==> config.mk <==
export PLATFORM = sky130hd
export DESIGN_NAME = idma_txrx_read_mc
export DESIGN_NICKNAME = d
export VERILOG_FILES = /design/src/rtl/idma_txrx_read_mc.sv
export SDC_FILE = /design/constraint.sdc
export NUM_CORES = 1
export LEC_CHECK = 0
export CAP_MARGIN = 15
export CORE_AREA = 3 3 174 176
export CTS_CLUSTER_DIAMETER = 50
export CTS_CLUSTER_SIZE = 10
export DETAILED_ROUTE_END_ITERATION = 8
export DIE_AREA = 0 0 177 179
export PLACE_DENSITY = 0.48
export SYNTH_ARGS = -nofsm -noshare
export SYNTH_HDL_FRONTEND = slang
export SYNTH_SLANG_ARGS = --single-unit
==> constraint.sdc <==
create_clock -name clk_i -period 9.3 [get_ports clk_i]
set_input_delay 2.79 -clock clk_i [delete_from_list [all_inputs] [get_ports clk_i]]
set_output_delay 2.79 -clock clk_i [all_outputs]
set_load 0.02 [all_outputs]
==> src/rtl/idma_txrx_read_mc.sv <==
// idma_txrx_read_mc: multi-channel multi-beat read backend streaming RX beats into the realigning buffer
module idma_txrx_read_mc #(
    parameter int StrbWidth = 16,
    parameter int NumChan = 2,
    parameter int BeatWidth = 8,
    parameter int TimeoutCycles = 256,
    localparam int OW = $clog2(StrbWidth),
    localparam int CW = NumChan > 1 ? $clog2(NumChan) : 1,
    localparam int DW = 8 * StrbWidth
) (
    input  logic                    clk_i,
    input  logic                    rst_i,
    input  logic                    r_dp_valid_i,
    output logic                    r_dp_ready_o,
    input  logic [CW-1:0]           r_dp_chan_i,
    input  logic [OW-1:0]           r_dp_offset_i,
    input  logic [OW-1:0]           r_dp_tailer_i,
    input  logic [OW-1:0]           r_dp_shift_i,
    input  logic [BeatWidth-1:0]    r_dp_beats_i,
    input  logic [NumChan-1:0]      rx_valid_i,
    output logic [NumChan-1:0]      rx_ready_o,
    input  logic [NumChan*DW-1:0]   rx_data_i,
    input  logic [NumChan-1:0]      rx_err_i,
    output logic [DW-1:0]           buffer_in_o,
    output logic [StrbWidth-1:0]    buffer_in_valid_o,
    input  logic [StrbWidth-1:0]    buffer_in_ready_i,
    output logic                    r_dp_rsp_valid_o,
    input  logic                    r_dp_rsp_ready_i,
    output logic [1:0]              r_dp_rsp_resp_o
);
    localparam int SW = TimeoutCycles > 0 ? $clog2(TimeoutCycles + 1) : 1;

    typedef enum logic [1:0] {IDLE, STREAM, RESP} state_e;

    state_e               state_q, state_d;
    logic [CW-1:0]        chan_q, chan_d;
    logic [OW-1:0]        offset_q, offset_d, tailer_q, tailer_d, shift_q, shift_d;
    logic [BeatWidth-1:0] beats_q, beats_d;
    logic [SW-1:0]        stall_q, stall_d;
    logic [1:0]           resp_q, resp_d;
    logic                 first_q, first_d, err_q, err_d;

    logic                   streaming, last_beat, in_ready, accept, rx_v, rx_e;
    logic [StrbWidth-1:0]   first_m, last_m, raw_m, mask_in;
    logic [2*StrbWidth-1:0] dbl_m;

    always_ff @(posedge clk_i) begin
        if (rst_i) begin
            state_q  <= IDLE;
            chan_q   <= '0;
            offset_q <= '0;
            tailer_q <= '0;
            shift_q  <= '0;
            beats_q  <= '0;
            stall_q  <= '0;
            resp_q   <= '0;
            first_q  <= 1'b0;
            err_q    <= 1'b0;
        end else begin
            state_q  <= state_d;
            chan_q   <= chan_d;
            offset_q <= offset_d;
            tailer_q <= tailer_d;
            shift_q  <= shift_d;
            beats_q  <= beats_d;
            stall_q  <= stall_d;
            resp_q   <= resp_d;
            first_q  <= first_d;
            err_q    <= err_d;
        end
    end

    always_comb begin
        state_d  = state_q;
        chan_d   = chan_q;
        offset_d = offset_q;
        tailer_d = tailer_q;
        shift_d  = shift_q;
        beats_d  = beats_q;
        stall_d  = stall_q;
        resp_d   = resp_q;
        first_d  = first_q;
        err_d    = err_q;
        case (state_q)
            IDLE: if (r_dp_valid_i) begin
                chan_d   = r_dp_chan_i;
                offset_d = r_dp_offset_i;
                tailer_d = r_dp_tailer_i;
                shift_d  = r_dp_shift_i;
                beats_d  = r_dp_beats_i == '0 ? BeatWidth'(1) : r_dp_beats_i;
                first_d  = 1'b1;
                err_d    = 1'b0;
                stall_d  = '0;
                resp_d   = 2'b11;
                state_d  = int'(r_dp_chan_i) < NumChan ? STREAM : RESP;
            end
            STREAM: if (accept) begin
                beats_d = beats_q - BeatWidth'(1);
                first_d = 1'b0;
                err_d   = err_q | rx_e;
                stall_d = '0;
                resp_d  = (err_q | rx_e) ? 2'b10 : 2'b00;
                state_d = last_beat ? RESP : STREAM;
            end else begin
                stall_d = stall_q + SW'(stall_q != '1);
                // registered count: abort one cycle after the limit is reached
                if (TimeoutCycles != 0 && stall_q == SW'(TimeoutCycles)) begin
                    resp_d  = 2'b11;
                    state_d = RESP;
                end
            end
            RESP: if (r_dp_rsp_ready_i) state_d = IDLE;
            default: state_d = IDLE;
        endcase
    end

    always_comb begin
        buffer_in_o = '0;
        rx_v = 1'b0;
        rx_e = 1'b0;
        for (int c = 0; c < NumChan; c++) begin
            if (chan_q == CW'(c)) begin
                buffer_in_o = rx_data_i[c*DW +: DW];
                rx_v = rx_valid_i[c];
                rx_e = rx_err_i[c];
            end
        end
        streaming = ~rst_i & (state_q == STREAM);
        last_beat = beats_q == BeatWidth'(1);
        first_m = {StrbWidth{1'b1}} << offset_q;
        last_m = tailer_q != '0 ? {StrbWidth{1'b1}} >> (StrbWidth - int'(tailer_q)) : '1;
        raw_m = (first_q ? first_m : '1) & (last_beat ? last_m : '1);
        dbl_m = {raw_m, raw_m} >> shift_q;
        mask_in = dbl_m[StrbWidth-1:0];
        in_ready = &(buffer_in_ready_i | ~mask_in);
        accept = streaming & rx_v & in_ready;
        for (int c = 0; c < NumChan; c++) rx_ready_o[c] = streaming & (chan_q == CW'(c)) & in_ready;
        buffer_in_valid_o = accept ? mask_in : '0;
        r_dp_ready_o = ~rst_i & (state_q == IDLE);
        r_dp_rsp_valid_o = ~rst_i & (state_q == RESP);
        r_dp_rsp_resp_o = r_dp_rsp_valid_o ? resp_q : 2'b00;
    end
endmodule

==> results.sh <==
export IMPL_cts_tree="done"
export IMPL_synthesis_nets=1036
export IMPL_grt_max_degree=76
export IMPL_grt_overflow_total=0
export IMPL_num_vias=7713
export IMPL_core_um2=28800
export IMPL_finalInstanceArea_um2=10500
export IMPL_cp_required_ps=6510
export IMPL_layout_commonest_cell="clkdlybuf4s50_1"
export IMPL_grtUsageMet1_pct=32.8
export IMPL_fin_cells=1551
export IMPL_max_cap_violations=0
export IMPL_hold_viol=0
export IMPL_syn_cell_area_um2=5420
export IMPL_fp_dieArea_um2=31700
export IMPL_antenna_found_initial=47
export IMPL_grt_pass1_wl_mm=58.0
export IMPL_cts_sinks=36
export IMPL_grt_usage_pct=26.2
export IMPL_ys_top_cells_by_area="mux2_2, dfxtp_1, a21oi_1, nand2_1, nor2_1"
export IMPL_first_global_vias=7087
export IMPL_cts_setup_buffers=0
export IMPL_die_w_um=177
export IMPL_critical_path_class="in -> out"
export IMPL_pre_cts_ws_ps=397
export IMPL_syn_area_per_cell_um2=7.45
export IMPL_period_share_pct=96.5
export IMPL_slew_viol_final=0
export IMPL_wl_mm=44.5
export IMPL_ctsHoldBuffers=0
export IMPL_rsz0062_at_grt="false"
export IMPL_gp_congestion=0.959
export IMPL_async_flop_share_pct=0
export IMPL_cts_made_buffers=5
export IMPL_drtIter0Drc=822
export IMPL_dpl_cell_area_um2=10300
export IMPL_htree_levels=2
export IMPL_fin_crit_ps=8970
export IMPL_ys_types=72
export IMPL_setup_tns_ps=0
export IMPL_worstMarginPinSlew_ps=1020
export IMPL_cts_resized=0
export IMPL_nets=1447
export IMPL_slew_headroom_pct=32.0
export IMPL_ys_ff_latch=36
export IMPL_firstDrtPassIters=5
export IMPL_initial_core_util_pct=18.8
export IMPL_outcome="finished clean"
export IMPL_max_stage_delay_ps=720
export IMPL_post_route_drc_count=0
export IMPL_row_count=62
export IMPL_critical_path_slowest_cell="or4_4"
export IMPL_ir_drop_mv=0.0611
export IMPL_top_usage_layer="met2"
export IMPL_worstSetupEndpointType="output port"
export IMPL_io_buffers=450
export IMPL_drive_above_1_share_pct=15.4
export IMPL_power_leakage_nw=3.67
export IMPL_skew_ps=9.60
export IMPL_fin_ws_ps=328
export IMPL_power_density_nw_per_um2=89.9
export IMPL_hold_slack_ps=469
export IMPL_hold_path_class="reg -> reg"
export IMPL_place_inst=1516
export IMPL_clk_latency_ps=290
export IMPL_synth_edf_count=0
export IMPL_place_hpwl_mm=38.3
export IMPL_synth_ff_type="dfxtp_1"
export IMPL_vias_per_cell=4.97
export IMPL_critPathMaxFanout=30
export IMPL_use_met3_pct=15.7
export IMPL_cts_buffer_depth=2
export IMPL_mostFrequentLayoutCells="clkdlybuf4s50_1, mux2_2, nand2_1"
export IMPL_synth_top_area_share_pct=26.6
export IMPL_synth_top_cell_by_area="mux2_2"
export IMPL_clk_pin_slew_worst_paths_ps=60
export IMPL_syn_to_final_growth_pct=93.5
export IMPL_synthCells=728
export IMPL_worstPathCellList="clkdlybuf4s50_1 -> nor3_1 -> a21oi_1 -> nor4_1 -> nor3_1 -> nand3_1 -> nor4_1 -> nand4_1 -> or4_4 -> a211oi_1 -> clkdlybuf4s50_1"
export IMPL_die_h_um=179
export IMPL_pin_count=451
export IMPL_wl_per_cell_um=28.7
export IMPL_cp_start_kind="input port"
export IMPL_setup_viol=0
export IMPL_yosysWarnings=0
export IMPL_nFillCells=3000
export IMPL_cts_root_buf="clkbuf_16"
export IMPL_max_freq_mhz=111
export IMPL_ys_seq_area_share_pct=13.3
export IMPL_grt_use_met2_pct=37.9
export IMPL_cp_arrival_ps=6180
export IMPL_postRouteAntennaNets=0
-- final timing paths --
| check | endpoint | cells past startpoint | startpoint | slack (ps) |
|---|---|---|---|---|
| setup / recovery | buffer_in_valid_o[11] | 11 | buffer_in_ready_i[8] | 330 |
| hold / removal | err_q$_SDFFE_PP0P_ | 2 | err_q$_SDFFE_PP0P_ | 470 |
| setup reg to reg | state_q[1]$_SDFFE_PP0P_ | 13 | tailer_q[0]$_SDFFE_PP0P_ | 4060 |
| hold reg to reg | err_q$_SDFFE_PP0P_ | 2 | err_q$_SDFFE_PP0P_ | 470 |
-- metrics by stage --
stage	power, mW	utilization (%)
final	0.943	36.5
after global routing	0.992	36.3
after CTS	0.947	36.2
after detailed placement	0.765	35.7
after global placement	0.770	35.7
after floorplan	0.459	-
-- sequential cells by signal, summed over array words and instances (netlist names) --
signal and count:
beats_q 8, chan_q 1, state_q 2, shift_q 4
stall_q 9, err_q 1, offset_q 4, resp_q 2
tailer_q 4, first_q 1
-- per-layer routing --
| metal | part of all wire, % | vias up | wire, um |
|---|---|---|---|
| met5 | 0.36 | - | 161 |
| met4 | 1.3 | 28 | 563 |
| met3 | 15 | 59 | 6620 |
| met2 | 43 | 486 | 19000 |
| met1 | 41 | 3539 | 18100 |
| li1 | - | 3601 | - |
-- final cells by class --
| class | count | area [um2] | area share, % |
|---|---|---|---|
| clock inverters | 1 | 7.51 | 0.0716 |
| diodes | 27 | 67.6 | 0.644 |
| inverters | 19 | 71.3 | 0.680 |
| repair buffers | 464 | 4600 | 43.9 |
| flip-flops and latches | 36 | 726 | 6.92 |
| clock buffers | 7 | 143 | 1.36 |
| well taps | 384 | 480 | 4.58 |
| multi-input cells | 613 | 4390 | 41.9 |
-- critical path: cells and delay by family --
family / cells / cell delay (ps)
buf+inv: 2 / 1220
simple gates: 7 / 1650
compound gates: 2 / 510
-- cells in the mapped netlist (13+ instances only) --
library cell  number
o21ai_0           27
inv_1             18
nor3_1            22
clkbuf_1          45
dfxtp_1           36
nor2_1            69
a211oi_1          16
a21oi_1           55
nand2_1           72
nand3_1           19
nor4_1            13
nand2b_1          14
mux2_2           128
o211ai_1          14
-- cells by family after synthesis --
kind of cell             count (synthesis)  share of synthesized area [%]
AND/OR/NAND/NOR                        271                           25.7
XOR/XNOR                                 7                           1.13
AO/OA/AOI/OAI                          191                           24.2
multiplexers                           137                           28.3
buffers and inverters                   79                           5.84
adder cells (fa/ha/maj)                  7                           1.62
flip-flops                              36                           13.3
-- report_power, final --
group / total [mW] / switching (mW) / internal, mW / leakage, nW
clock: 0.176 / 0.0692 / 0.107 / 0.0703
sequential: 0.181 / 0.0166 / 0.164 / 0.296
combinational: 0.586 / 0.287 / 0.299 / 3.31
total: 0.943 / 0.373 / 0.570 / 3.67
Note: power is estimated with default switching activity, not from simulation.
